File: src/rtl/irr_pkg.sv
// irr_pkg: shared definitions for the irrigation scheduler.
//   state_t  - scheduler FSM states
//   err_t    - encoding of the registered err output
//   REQ_*    - per-zone two-bit request / valve codes
package irr_pkg;

    typedef enum logic [1:0] {
        ST_IDLE  = 2'd0,
        ST_RUN   = 2'd1,
        ST_GAP   = 2'd2,
        ST_FAULT = 2'd3
    } state_t;

    typedef enum logic [1:0] {
        ERR_NONE  = 2'b00,
        ERR_LOW   = 2'b01,
        ERR_FAULT = 2'b11
    } err_t;

    localparam logic [1:0] REQ_NONE = 2'b00;
    localparam logic [1:0] REQ_A    = 2'b01;
    localparam logic [1:0] REQ_B    = 2'b10;
    localparam logic [1:0] REQ_AB   = 2'b11;

endpackage

File: src/rtl/irr_rr_arb.sv
// irr_rr_arb: combinational round-robin zone arbiter.
//   req_any     in  NZONES  one bit per zone, set when that zone requests water
//   last_idx    in  IDXW    index of the zone served most recently
//   grant_valid out 1       some zone is requesting
//   grant_idx   out IDXW    first requesting zone after last_idx, wrapping
module irr_rr_arb #(
    parameter int NZONES = 4,
    parameter int IDXW   = $clog2(NZONES)
) (
    input  logic [NZONES-1:0] req_any,
    input  logic [IDXW-1:0]   last_idx,
    output logic              grant_valid,
    output logic [IDXW-1:0]   grant_idx
);

    // Offsets 1..NZONES visit every zone once, ending on last_idx itself,
    // so a lone requester is re-granted after its own turn.
    // NOTE: every output of a combinational block gets a default first, so
    // no path through the block can leave it unassigned and infer a latch.
    always_comb begin
        grant_valid = 1'b0;
        grant_idx   = '0;
        for (int off = 1; off <= NZONES; off++) begin
            if (!grant_valid && req_any[(int'(last_idx) + off) % NZONES]) begin
                grant_valid = 1'b1;
                grant_idx   = IDXW'((int'(last_idx) + off) % NZONES);
            end
        end
    end

endmodule

File: src/rtl/irrigation_scheduler.sv
// irrigation_scheduler: round-robin valve scheduler for NZONES zones.
//   clk          in   1         rising-edge clock
//   reset        in   1         synchronous active-high reset
//   req          in   2*NZONES  per-zone request, [2i+1:2i] = zone i
//   level_ok     in   1         supply level/pressure adequate
//   level_fault  in   1         supply fault, forces FAULT
//   fault_clr    in   1         clear latched fault (ignored while level_fault)
//   valve        out  2*NZONES  registered valve drives, layout as req
//   active_zone  out  IDXW      zone in RUN, 0 otherwise
//   busy         out  1         high in RUN or GAP
//   err          out  2         00 none, 01 supply low with requests, 11 fault
module irrigation_scheduler
    import irr_pkg::*;
#(
    parameter int NZONES     = 4,
    parameter int RUN_CYCLES = 8,
    parameter int GAP_CYCLES = 2
) (
    input  logic                       clk,
    input  logic                       reset,
    input  logic [2*NZONES-1:0]        req,
    input  logic                       level_ok,
    input  logic                       level_fault,
    input  logic                       fault_clr,
    output logic [2*NZONES-1:0]        valve,
    output logic [$clog2(NZONES)-1:0]  active_zone,
    output logic                       busy,
    output logic [1:0]                 err
);

    localparam int IDXW = $clog2(NZONES);
    localparam int MAXC = (RUN_CYCLES > GAP_CYCLES) ? RUN_CYCLES : GAP_CYCLES;
    localparam int CNTW = $clog2(MAXC + 1);
    localparam logic [CNTW-1:0] RUN_LOAD = CNTW'(RUN_CYCLES);
    localparam logic [CNTW-1:0] GAP_LOAD = CNTW'(GAP_CYCLES);

    state_t            state_q, state_d;
    logic [CNTW-1:0]   cnt_q, cnt_d;       // cycles left in current RUN/GAP
    logic [IDXW-1:0]   zone_q, zone_d;     // zone granted for current turn
    logic [1:0]        cap_q, cap_d;       // req value captured at grant
    logic [IDXW-1:0]   last_q, last_d;     // last-served zone

    logic [1:0]        zone_req [NZONES];
    logic [NZONES-1:0] req_any;
    logic              grant_valid;
    logic [IDXW-1:0]   grant_idx;
    logic              start_run;
    logic [2*NZONES-1:0] valve_d;
    err_t              err_d;

    always_comb begin
        for (int i = 0; i < NZONES; i++) begin
            zone_req[i] = req[2*i +: 2];
            req_any[i]  = (req[2*i +: 2] != REQ_NONE);
        end
    end

    irr_rr_arb #(
        .NZONES (NZONES),
        .IDXW   (IDXW)
    ) u_arb (
        .req_any     (req_any),
        .last_idx    (last_q),
        .grant_valid (grant_valid),
        .grant_idx   (grant_idx)
    );

    // Next-state logic. level_fault is tested before the state case so it
    // wins over every other event in every state.
    always_comb begin
        state_d   = state_q;
        cnt_d     = cnt_q;
        zone_d    = zone_q;
        cap_d     = cap_q;
        last_d    = last_q;
        start_run = 1'b0;

        if (level_fault) begin
            state_d = ST_FAULT;
            cnt_d   = '0;
        end else begin
            unique case (state_q)
                ST_IDLE: begin
                    start_run = level_ok && grant_valid;
                end
                ST_RUN: begin
                    // Turn ends on expiry, on the zone withdrawing its request,
                    // or on supply loss; changes between non-zero codes are
                    // ignored because the valve uses cap_q, not the live req.
                    if (cnt_q == CNTW'(1) || zone_req[zone_q] == REQ_NONE || !level_ok) begin
                        state_d = ST_GAP;
                        cnt_d   = GAP_LOAD;
                    end else begin
                        cnt_d = cnt_q - CNTW'(1);
                    end
                end
                ST_GAP: begin
                    if (cnt_q == CNTW'(1)) begin
                        if (level_ok && grant_valid) begin
                            start_run = 1'b1;
                        end else begin
                            state_d = ST_IDLE;
                            cnt_d   = '0;
                        end
                    end else begin
                        cnt_d = cnt_q - CNTW'(1);
                    end
                end
                ST_FAULT: begin
                    if (fault_clr) begin
                        state_d = ST_IDLE;
                    end
                end
                default: state_d = ST_IDLE;
            endcase
        end

        if (start_run) begin
            state_d = ST_RUN;
            cnt_d   = RUN_LOAD;
            zone_d  = grant_idx;
            cap_d   = zone_req[grant_idx];
            last_d  = grant_idx;
        end
    end

    // Outputs are derived from the next state so the registered drives line
    // up with the state they describe, with no extra cycle of latency.
    always_comb begin
        valve_d = '0;
        for (int i = 0; i < NZONES; i++) begin
            if (state_d == ST_RUN && zone_d == IDXW'(i)) begin
                valve_d[2*i +: 2] = cap_d;
            end
        end

        if (state_d == ST_FAULT) begin
            err_d = ERR_FAULT;
        end else if (!level_ok && (|req_any)) begin
            err_d = ERR_LOW;
        end else begin
            err_d = ERR_NONE;
        end
    end

    // NOTE: sequential state uses non-blocking assignments so every flop
    // samples pre-edge values regardless of statement order.
    always_ff @(posedge clk) begin
        if (reset) begin
            state_q     <= ST_IDLE;
            cnt_q       <= '0;
            zone_q      <= '0;
            cap_q       <= REQ_NONE;
            last_q      <= IDXW'(NZONES - 1);
            valve       <= '0;
            active_zone <= '0;
            busy        <= 1'b0;
            err         <= ERR_NONE;
        end else begin
            state_q     <= state_d;
            cnt_q       <= cnt_d;
            zone_q      <= zone_d;
            cap_q       <= cap_d;
            last_q      <= last_d;
            valve       <= valve_d;
            active_zone <= (state_d == ST_RUN) ? zone_d : '0;
            busy        <= (state_d == ST_RUN) || (state_d == ST_GAP);
            err         <= err_d;
        end
    end

endmodule

File: config.mk
export PLATFORM = sky130hd
export DESIGN_NAME = irrigation_scheduler
export DESIGN_NICKNAME = d
export VERILOG_FILES = /design/src/rtl/irr_pkg.sv /design/src/rtl/irr_rr_arb.sv /design/src/rtl/irrigation_scheduler.sv
export SDC_FILE = /design/constraint.sdc
export NUM_CORES = 1
export LEC_CHECK = 0
export CORE_ASPECT_RATIO = 0.7
export CORE_MARGIN = 8
export CORE_UTILIZATION = 35
export DETAILED_ROUTE_END_ITERATION = 12
export GPL_TIMING_DRIVEN = 0
export PLACE_DENSITY = 0.59
export SYNTH_ARGS = -nofsm -noshare
export SYNTH_HDL_FRONTEND = slang
export SYNTH_SLANG_ARGS = --single-unit
File: constraint.sdc
create_clock -name clk -period 2.8 [get_ports clk]
set_clock_uncertainty 0.05 [all_clocks]
set_input_delay 0.28 -clock clk [delete_from_list [all_inputs] [get_ports clk]]
set_output_delay 0.28 -clock clk [all_outputs]
set_load 0.1 [all_outputs]
### Word level (Yosys, flattened, before mapping)

Index checks and enable logic that the tools add are counted.

* reduce and logical (&&, ||, !) cells: 38
* equal/unequal tests: 12
* add/subtract/negate cells: 5
* divide/modulo/power cells: 0
* order comparisons: 6
* shift-type cells: 0
* muxes and demuxes: 47
* bitwise logic cells: 11
* $mul: 0

Operator list (number)
* $mux W2: 17
* $mux W4: 5
* $reduce_or A2 Y1: 9
* $lt A3 B4 Y1 const B: 4
* $mux W1: 16
* $eq A2 B2 Y1 const B: 6
* $reduce_bool A2 Y1: 5
* $logic_and A1 B1 Y1: 9
* $bmux W1 S2: 4
* $bmux W2 S2: 2
* $pmux W4 S2: 1
* $eq A2 B1 Y1 const B: 3
* $ge A3 B3 Y1 const B: 2
* $logic_not A2 Y1: 3
* $not A2 Y3: 2
* $pmux W2 S3: 1
* $ne A5 B5 Y1 const B: 1
* $not A1 Y1: 5
* $add A2 B1 Y2 const B: 2
* $add A2 B2 Y2 const B: 2
* $and A1 B1 Y1 const A: 4
* $eq A4 B1 Y1 const B: 1
* $logic_not A1 Y1: 4
* $reduce_and A2 Y1: 2
* other kinds (7): 9

* ROM bits: 0
* bits in latches: 0
* memories kept: 0
* input bits: 13
* memory bits (writable): 0
* output and inout bits: 13
* register bits after elaboration: 25

### Longest topological paths before layout

* word-level depth: 26
* mapped depth: 11
* mapped depth without buffers: 10

### Hierarchy

A second synthesis with hierarchy kept.

* cell total of the unflattened synthesis: 149
* area, all modules: 1430.1 um2

Modules (own cells, without submodules)
* irrigation_scheduler: times used 1, area an instance 1338.8 um2, cells an instance 135
* irr_rr_arb: times used 1, area an instance 91.3 um2, cells an instance 14

### Worst setup path before layout

No wires, ideal clock.

* kind: reg2reg
* start: register cnt_q[1]
* end: register valve[0]
* cell stages (with the launch flop): 12
* slack: 0.328 ns
* clock period less this slack: 2.472 ns
* data required time: 2.606 ns
* data arrival time: 2.278 ns
* cell sequence: dfxtp_1 > inv_1 > ha_1 > or3b_2 > a221oi_1 > o21ai_0 > a21oi_1 > o21ai_0 > ha_1 > nand2b_1 > buf_1 > nor4_1

* cells in the longest elaborated chain, start to end: 11
* elaborated cells between the ends (all ways): 18

Ends and longest elaborated chain
* start, declared: RTL line irrigation_scheduler.sv:38 `logic [CNTW-1:0] cnt_q, cnt_d;`
* start signal, assigned: RTL line irrigation_scheduler.sv:161 `cnt_q <= cnt_d;`
* $eq A4 B1 Y1 (*): RTL line irrigation_scheduler.sv:90, irrigation_scheduler.sv:98
* $logic_or A1 B1 Y1 (2 in series): RTL line irrigation_scheduler.sv:90 `if (cnt_q == CNTW'(1) || zone_req[zone_q] == REQ_NONE || !level_ok) begin`
* $mux W2: RTL line irrigation_scheduler.sv:90
* $pmux W2 S3: RTL line irrigation_scheduler.sv:82 `unique case (state_q)`
* $mux W2: RTL line irrigation_scheduler.sv:78 `if (level_fault) begin`
* $mux W2 (*): RTL line irrigation_scheduler.sv:118 `if (start_run) begin`
* net state_d[0]: RTL line irrigation_scheduler.sv:37 `state_t state_q, state_d;`
* $eq A2 B1 Y1 (*): RTL line irrigation_scheduler.sv:132 `if (state_d == ST_RUN && zone_d == IDXW'(i)) begin`
* $logic_and A1 B1 Y1 (*): RTL line irrigation_scheduler.sv:132
* $not A1 Y1 (no line) (*)
* $reduce_or A2 Y1 (no line) (*)
* end signal, assigned: RTL line irrigation_scheduler.sv:165 `valve <= valve_d;`
* end, declared: RTL line irrigation_scheduler.sv:25 `output logic [2*NZONES-1:0] valve,`

The timed path passes the listed nets; every way through them passes the cells marked *.
A chain may end at the register's enable or synchronous reset.

### Final worst setup path

* start: input port req[2]
* end: register valve[2]

* cells in the longest elaborated chain, start to end: 24
* elaborated cells between the ends (all ways): 55

Ends and longest elaborated chain
* start, declared: RTL line irrigation_scheduler.sv:21 `input logic [2*NZONES-1:0] req,`
* $reduce_bool A2 Y1: RTL line irrigation_scheduler.sv:54 `req_any[i] = (req[2*i +: 2] != REQ_NONE);`
* $bmux W1 S2: RTL line irr_rr_arb.sv:24 `if (!grant_valid && req_any[(int'(last_idx) + off) % NZONES]) begin`
* $mux W1 (not written as such) (2 in series): RTL line irr_rr_arb.sv:24
* $mux W1: RTL line irr_rr_arb.sv:24
* $logic_not A1 Y1: RTL line irr_rr_arb.sv:24
* $logic_and A1 B1 Y1: RTL line irr_rr_arb.sv:24
* $mux W1: RTL line irr_rr_arb.sv:24
* $logic_not A1 Y1: RTL line irr_rr_arb.sv:24
* [... 7 more ...]
* $mux W2 / $mux W1 (equally long branches): RTL line irrigation_scheduler.sv:98 `if (cnt_q == CNTW'(1)) begin`
* $pmux W2 S3 / $pmux W1 S2 (equally long branches): RTL line irrigation_scheduler.sv:82
* $mux W2 / $mux W1 (equally long branches): RTL line irrigation_scheduler.sv:78
* $mux W2: RTL line irrigation_scheduler.sv:118
* $eq A2 B1 Y1: RTL line irrigation_scheduler.sv:132
* $logic_and A1 B1 Y1: RTL line irrigation_scheduler.sv:132
* $not A1 Y1 (no line)
* $reduce_or A2 Y1 (no line)

Several ways; a longest one is shown, not always the timed one. The select of a mux whose other input is x is not followed.

==> results.toml <==
[synth]
yosysSeqAreaShare_pct = 32.6
syn_inst = 177
synth.avg_cell_area_sq_um = 8.68
syn-cell-area_sq_mm = 0.00154
synth-seq-cells = 25
synthesis.yosys.warnings = 0
synthDistinctLibCells = 53
mappedNetlistNets = 198
synthFlopType = "dfxtp_1"
synth-edff-count = 0
async_flop_share_pct = 0

[min_path]
whs_path_depth = 3
hold_class = "input pin to flop"

[clock_network]
numClockSinks = 25
h-tree-depth = 1
skew_pair_late_insertion_delay_ns = 0.27
cts_buffer_depth = 2
cts-buffers-inserted = 3
cts_tree = "built"
root_buf_cell = "clkbuf_8"
cts_hold_buf = 0
clkTransAtPathRegs_ns = 0.10

[worst_setup_path]
cp_data_required_time_ns = 2.93
worstPathCellList = "clkdlybuf4s50_1, or4_4, o21ai_0, o21ai_1, o221ai_2, ha_2, nand2b_4, nor4_1"
r2r-end = "valve[3]"
worst_reg2reg_setup_slack_ns = 0.16
worstRegToRegCells = 9
sort_of_element_at_the_start_of_the_critical_path = "input pin"
max_stage_delay_ns = 0.59
crit_slowest_cell = "or4_4"
setup.worst_path.class = "input pin to flop"
worst_setup_path_endpoint = "valve[2]"
setup.worst_path.start = "req[2]"
worstPathArrival_ns = 2.78
setup.worst_path.end_class = "flop"
timing.critical_path.fanout_max = 10
worstReg2RegStart = "state_q[0]"

[timing]
clock.fmax_mhz = 378
slew_violations = 0
max_slew.worst_pin.slew_ns = 0.970
hold_violations = 0
finalWorstPathRequiredPeriod_ns = 2.65
grt_setup_unrepaired = "no"
max_slew_margin_pct = 35.1
post_route_setup_tns_ns = 0
setup_viol_count_final = 0
setup_ws_ns = 0.153
fin_crit_sh_pct = 94.5

[placement]
place_hpwl_mm = 2.91
place.port_buffers = 20
placed_cells = 252
placement.setup.worst_slack_ns = -0.477
place_congestion = 0.778

[floorplan]
dieHeight_um = 71.4
io_pins = 26
initial_core_util_pct = 35.9
dieArea_sq_mm = 0.00680
floorplan.die.width_um = 95.2
design.core.area_sq_mm = 0.00428
placement_rows = 20

[route]
met2_wirelength_mm = 1.54
antenna_violation_net_count_after_detailed_routing = 0
routed_wl_met3_um = 292
routed_wire_length_per_instance_um = 15.5
count_of_unresolved_drc_violations_after_routing = 0
wirelength_met1_mm = 2.10
drtIter0Drc = 73
first_pass_iters = 4
via_count = 1429
avgViaCountPerCell = 5.58
drt-total-wl_mm = 3.97
topRoutingLayerUsed = "met4"

[finish]
post_route_cells_drive_above_1_share_pct = 19.4
synthToLayoutAreaGrowth_pct = 26.5
fin_nets = 223
post_layout_instance_count_excluding_filler_cells = 256
fin_util_pct = 45.4
num-fill-cells = 415
antennaDiodeCount = 0

[pwr]
total_leakage_power_nw = 0.707
vdd_ir_drop_max_mv = 0.251
totalPowerFinal_uw = 999
p_per_area_mw_per_mm2 = 514

[global_routing]
grt_start_max_net_pins = 17
groute.usage.overall_pct = 11.7
global_route_wire_length_before_repair_mm = 6.45
globalRoute.totalOverflow = 0
grt_pass1_vias = 1263
grt_antenna_before_repair = 0

[flow_run]
max_cap_viol_count = 0

[outcome]
outcome = "finished, final reports clean"
==> cell type report <==
type                    count  area, sq um  area share [%]
well taps                  55         68.8            3.54
flip-flops and latches     25          500            25.8
repair buffers             21          208            10.7
multi-input cells         127         1010            51.9
clock buffers               3         41.3            2.12
clock inverters             1         8.76           0.451
inverters                  15         56.3            2.90
plain buffers               9         51.3            2.64
==> power breakdown <==
part / switching (mW) / total, mW / internal (mW)
sequential: 0.0196 / 0.400 / 0.380
combinational: 0.236 / 0.369 / 0.133
clock: 0.126 / 0.230 / 0.104
total: 0.382 / 0.999 / 0.617
==> through the flow <==
step,instance area [sq um],hold WS (ns)
6_report,1940,0.446
5_1_grt,1940,0.457
4_1_cts,1870,0.422
3_5_place_dp,1810,0.467
3_3_place_gp,1810,0.467
2_1_floorplan,1540,0.302
==> registers in the layout, summed over array words and instances (netlist names) <==
register / flops
err: 2
cap_q: 2
cnt_q: 4
last_q: 2
valve: 8
active_zone: 2
state_q: 2
busy: 1
zone_q: 2
==> critical path: cells and delay by family <==
family | cells | cell delay [ns]
simple gates | 3 | 0.99
compound gates | 3 | 0.70
buf+inv | 1 | 0.54
fa+ha+maj | 1 | 0.26
==> how the worst min path moves through the flow <==
| stage | from | to | slack, ns |
|---|---|---|---|
| CTS | req[0] | cap_q[0] | 0.42 |
| global placement | state_q[0] | state_q[0] | 0.47 |
| global route | req[0] | cap_q[0] | 0.46 |
| finish | req[0] | cap_q[0] | 0.45 |
| detailed placement | state_q[0] | state_q[0] | 0.47 |
| floorplan | reset | err[1] | 0.30 |
==> cells in the final DEF, fill, tap and decap left out, types with 3 or more instances in the layout <==
cell type and count:
or2_2 4, a21oi_1 13, clkbuf_8 3, o22ai_1 3
nor3_1 5, clkdlybuf4s50_1 20, nor4_2 4, inv_1 14
o21ai_0 8, nor2_1 19, nor4_1 7, ha_1 6
nand2_1 4, dfxtp_1 25, buf_2 5
==> synth_stat cells (all sizes together) (3+ instances only) <==
cell type | instances | area, sq um
nor2 | 19 | 71.3
nand2b | 3 | 18.8
dfxtp | 25 | 500
inv | 15 | 56.3
nor4 | 12 | 81.3
a21oi | 14 | 70.1
nand2 | 4 | 15.0
buf | 8 | 47.5
or2 | 4 | 25.0
o22ai | 3 | 18.8
ha | 8 | 100
o21ai | 9 | 45.0
nor3 | 5 | 25.0
==> kinds of logic after synthesis <==
kind of cell / synth area share [%]
AO/OA/AOI/OAI: 30.1
buffers and inverters: 7.25
flip-flops: 32.6
multiplexers: 2.77
AND/OR/NAND/NOR: 20.8
adder cells (fa/ha/maj): 6.51
==> layer usage <==
metal  track usage [%]  vias to the layer above
li1                  -                      711
met1              18.0                      674
met2              15.4                       42
met3              2.51                        2
met4              3.10                        0
met5                 0                        -
==> what timing repair did <==
item,4_1_cts,5_1_grt
gates resized for setup,3,13
endpoints found under the setup margin,10,12
buffers inserted,1,0
pin swaps,1,3
(Power assumes the default switching activity.)
==> variant 1, RTL diff (same flow settings) <==
Re-encode `state_t` (4 states) as one-hot, 4 bits wide.
--- a/src/rtl/irr_pkg.sv
+++ b/src/rtl/irr_pkg.sv
@@ -6,7 +6,7 @@
 
-    typedef enum logic [1:0] {
-        ST_IDLE  = 2'd0,
-        ST_RUN   = 2'd1,
-        ST_GAP   = 2'd2,
-        ST_FAULT = 2'd3
+    typedef enum logic [3:0] {
+        ST_IDLE  = 4'b0001,
+        ST_RUN   = 4'b0010,
+        ST_GAP   = 4'b0100,
+        ST_FAULT = 4'b1000
     } state_t;
Behaviour: same outputs for any inputs over 4 cycles, from zero or initial values and one cycle with reset high; so few cycles prove little.
==> variant 1 against the original RTL <==
- register-to-register slack improved by 0.03 ns
- setup slack improved by 0.041 ns
- count of clock-buffer cells in the layout unchanged
- wire length decreased by 11%
- first-iteration DRC count stayed put
- fmax increased by 1.6%
- final area is 11% lower
- sequential share of layout area rose by 5.5 points
- synthesized area shrank 13%
- sequential cell count increased by 2
- critical endpoint unchanged
Power is not compared: it rests on default switching activity, and its combinational part moved more than twofold at a synthesized area within 25%.
==> variant 1: results (changes against the original RTL) <==
- Result of the run: completed (unchanged)
- Reg-to-reg critical path endpoint: valve[2]$_SDFF_PP0_ (was valve[3]$_SDFF_PP0_)
- Hpwl dp: 2760 um (was 2910 um)
- Post-DR wirelength/cell: 15.3 um (was 15.5 um)
- First-pass GRT wire length: 6020 um (was 6450 um)
- Worst R2R Setup Slack: 0.19 ns (was 0.16 ns)
- Post-Synth XOR/XNOR Area: 0.0197 (was 0)
- Post-Route M1 WL: 1690 um (was 2100 um)
- Path type of the worst min-delay path: reg -> reg (was in -> reg)
- Number of global-route vias before repair: 1269 (was 1263)
- CTS resizes: 0 (was 3)
- Share of layout cells above drive strength 1: 0.160 (was 0.194)
- Largest registers ranked by flip-flop count: valve (8), cnt_q (4), state_q (4) (was valve (8), cnt_q (4))
- Hold slack final: 0.505 ns (was 0.446 ns)
- Detailed route wirelength on metal2: 1570 um (was 1540 um)
- Worst Hold Depth: 2 (was 3)
- Complex-gate fraction of the synthesized area: 0.233 (was 0.300)
- Port Buffer Count: 25 (was 20)
- Hold EP: zone_q[0]$_SDFF_PP0_ (was cap_q[0]$_SDFF_PP0_)
- Post-synthesis sequential area ratio: 0.406 (was 0.326)
- Ranking of synthesized cells by area: sky130_fd_sc_hd__dfxtp_1, sky130_fd_sc_hd__nor2_1, sky130_fd_sc_hd__a21oi_1 (was sky130_fd_sc_hd__dfxtp_1, sky130_fd_sc_hd__ha_1, sky130_fd_sc_hd__nor2_1)
- Synth Area per Inst: 9.00 sq um (was 8.68 sq um)
- Worst endpoint data arrival time: 2.74 ns (was 2.78 ns)
- Slew at the pin with the worst max-slew slack: 0.985 ns (was 0.970 ns)
- R2r startpoint: cnt_q[0]$_SDFFE_PP0P_ (was state_q[0]$_SDFF_PP0_)
- Final layout net count: 197 (was 223)
- Startpoint of the worst hold path: zone_q[0]$_SDFF_PP0_ (was req[0])
- Number of standard cells in the layout, taps in and fillers out: 231 (was 256)
- Power, Total: approximately 0.79 mW
- Cell count after placement: 223 (was 252)
- Multiplexer area fraction after synthesis: 0.0338 (was 0.0277)
- Share of synthesized cell area in full adder, half adder and majority cells: 0.0263 (was 0.0651)
- Pin count of the biggest net entering global routing: 16 (was 17)
- Last weighted congestion value of the routability-driven placer: 0.919 (was 0.778)
[variant 1: cell types whose count changed after synthesis, moves of 3 or more]
cell | before | now
sky130_fd_sc_hd__inv_1 | 15 | 8
sky130_fd_sc_hd__a31o_2 | 0 | 4
sky130_fd_sc_hd__nor2b_1 | 2 | 5
sky130_fd_sc_hd__o211ai_1 | 0 | 5
sky130_fd_sc_hd__nor4_1 | 11 | 3
sky130_fd_sc_hd__a21oi_1 | 14 | 9
sky130_fd_sc_hd__ha_1 | 8 | 2
sky130_fd_sc_hd__nand2_1 | 4 | 7
sky130_fd_sc_hd__buf_2 | 5 | 1
[variant 1: worst max-delay path, stage by stage (launching register included)]
cell                       delay (ns)
sky130_fd_sc_hd__dfxtp_1         0.40
sky130_fd_sc_hd__ha_1            0.17
sky130_fd_sc_hd__nor3b_4         0.33
sky130_fd_sc_hd__a21oi_2         0.13
sky130_fd_sc_hd__or4_1           0.40
sky130_fd_sc_hd__buf_2           0.19
sky130_fd_sc_hd__nor3_4          0.30
sky130_fd_sc_hd__a222oi_1        0.11
sky130_fd_sc_hd__buf_4           0.18
sky130_fd_sc_hd__nor4_1          0.25
[variant 1: area by class of cell]
| cell class | instances | area (sq um) |
|---|---|---|
| Multi-Input combinational cell | 111 | 761 |
| Clock buffer | 3 | 41.3 |
| Clock inverter | 1 | 5.00 |
| Timing Repair Buffer | 29 | 280 |
| Inverter | 8 | 30.0 |
| Sequential cell | 27 | 541 |
| Buffer | 2 | 8.76 |
| Tap cell | 50 | 62.6 |
| Fill cell | 339 | 1850 |
[variant 1: metrics by stage]
| stage | utilization | setup slack, ns |
|---|---|---|
| 2_1_floorplan | - | 0.475 |
| 3_3_place_gp | 0.459 | -0.288 |
| 3_5_place_dp | 0.459 | -0.337 |
| 4_1_cts | 0.476 | 0.0767 |
| 5_1_grt | 0.483 | -0.00726 |
| 6_report | 0.483 | 0.195 |
[variant 1: how the worst max path moves through the flow]
stage,start,to,slack (ns),cells after the start
floorplan,cnt_q[0]$_SDFFE_PP0P_,valve[6]$_SDFF_PP0_,0.48,7
global placement,req[0],valve[7]$_SDFF_PP0_,-0.29,7
detailed placement,req[0],valve[6]$_SDFF_PP0_,-0.34,7
CTS,cnt_q[0]$_SDFFE_PP0P_,valve[0]$_SDFF_PP0_,0.08,7
global route,cnt_q[1]$_SDFFE_PP0P_,valve[2]$_SDFF_PP0_,-0.007,10
finish,cnt_q[0]$_SDFFE_PP0P_,valve[2]$_SDFF_PP0_,0.19,9
[variant 1: metal layers]
| layer | up-vias | global-route usage |
|---|---|---|
| li1 | 615 | - |
| met1 | 575 | 0.149 |
| met2 | 38 | 0.195 |
| met3 | 2 | 0.0410 |
| met4 | 0 | 0.0273 |
| met5 | - | 0 |
==> variant 2, RTL diff (same flow settings) <==
Without the edit above. `NZONES` is set to 4 in 2 places; all go to 2.
--- a/src/rtl/irr_rr_arb.sv
+++ b/src/rtl/irr_rr_arb.sv
@@ -6,3 +6,3 @@
 module irr_rr_arb #(
-    parameter int NZONES = 4,
+    parameter int NZONES = 2,
     parameter int IDXW   = $clog2(NZONES)
--- a/src/rtl/irrigation_scheduler.sv
+++ b/src/rtl/irrigation_scheduler.sv
@@ -14,3 +14,3 @@
 #(
-    parameter int NZONES     = 4,
+    parameter int NZONES     = 2,
     parameter int RUN_CYCLES = 8,
Ports: changed (resized active_zone, req and valve); port bits go from 26 to 17. The function was not compared with the original's and may differ.
==> variant 2 against the original RTL <==
- synthesized area shrank 35%
- first-iteration DRC count shrank 45%
- setup slack gained 0.21 ns
- sequential cell count shrank 7
- highest routed layer is now met3
- combinational power shrank 48%
- critical endpoint is now valve[1]$_SDFF_PP0_
- power shrank 31%
- wire length shrank 44%
- final area shrank 35%
- via count shrank 42%
==> variant 2: results (changes against the original RTL) <==
- First-pass GRT wire length: 3830 um (was 6450 um)
- Complex-gate fraction of the synthesized area: 0.250 (was 0.300)
- Top post-synthesis cells by count: sky130_fd_sc_hd__dfxtp_1, sky130_fd_sc_hd__nor2_1, sky130_fd_sc_hd__inv_1 (unchanged)
- Sum of met3 wire segment lengths after detailed routing: 113 um (was 292 um)
- Global routing usage summed across all routing layers: 0.0981 (was 0.117)
- Maximum single-stage delay on the critical path: 0.53 ns (was 0.59 ns)
- Worst endpoint data arrival time: 2.56 ns (was 2.78 ns)
- Port Buffer Count: 16 (was 20)
- Final layout net count: 142 (was 223)
- Gate count of the mapped netlist: 104 (was 177)
- Result of the run: completed (unchanged)
- Topmost layer with routed signal wires: met3 (was met4)
- Path type of the worst min-delay path: reg -> reg (was in -> reg)
- Cell count after placement: 156 (was 252)
- Detailed route wirelength on metal2: 878 um (was 1540 um)
- Violation count after the first detailed-route iteration: 40 (was 73)
- Multiplexer area fraction after synthesis: 0.0301 (was 0.0277)
- Hpwl dp: 1720 um (was 2910 um)
- Number of different library cells in the post-synthesis netlist: 37 (was 53)
- Net count after synthesis: 121 (was 198)
- Post-CTS clock slew at the launch and capture registers of the worst setup and hold paths: 0.07 ns (was 0.10 ns)
- Placed cell area: 1200 sq um (was 1810 sq um)
- Synth top area share: 0.361 (was 0.326)
- LEAKAGE: 0.450 nW (was 0.707 nW)
- Number of global-route vias before repair: 825 (was 1263)
- Pin count of the biggest net entering global routing: 11 (was 17)
- Share of layout cells above drive strength 1: 0.113 (was 0.194)
- Fraction of met2 tracks used by global routing: 0.145 (was 0.154)
- Total of fill cells in the finished design: 275 (was 415)
- Last weighted congestion value of the routability-driven placer: 0.846 (was 0.778)
-- variant 2: final timing paths --
path / start / to / slack [ns]
min: cnt_q[0]$_SDFFE_PP0P_ / cnt_q[0]$_SDFFE_PP0P_ / 0.46
max: req[0] / valve[1]$_SDFF_PP0_ / 0.36
max reg2reg: cnt_q[1]$_SDFFE_PP0P_ / valve[2]$_SDFF_PP0_ / 0.39
min reg2reg: cnt_q[0]$_SDFFE_PP0P_ / cnt_q[0]$_SDFFE_PP0P_ / 0.46
-- variant 2: area by class of cell --
type                    instances  area (sq um)  share of cell area
plain buffers                   1          3.75             0.00299
clock buffers                   4          55.1              0.0438
inverters                       9          33.8              0.0269
multi-input cells              76           599               0.477
flip-flops and latches         18           360               0.287
well taps                      36          45.0              0.0358
repair buffers                 16           160               0.127
-- variant 2: where the power goes --
group          switching [mW]  internal [mW]
Combinational           0.123         0.0692
Sequential             0.0119          0.272
Clock                  0.0858          0.125
Total                   0.221          0.466
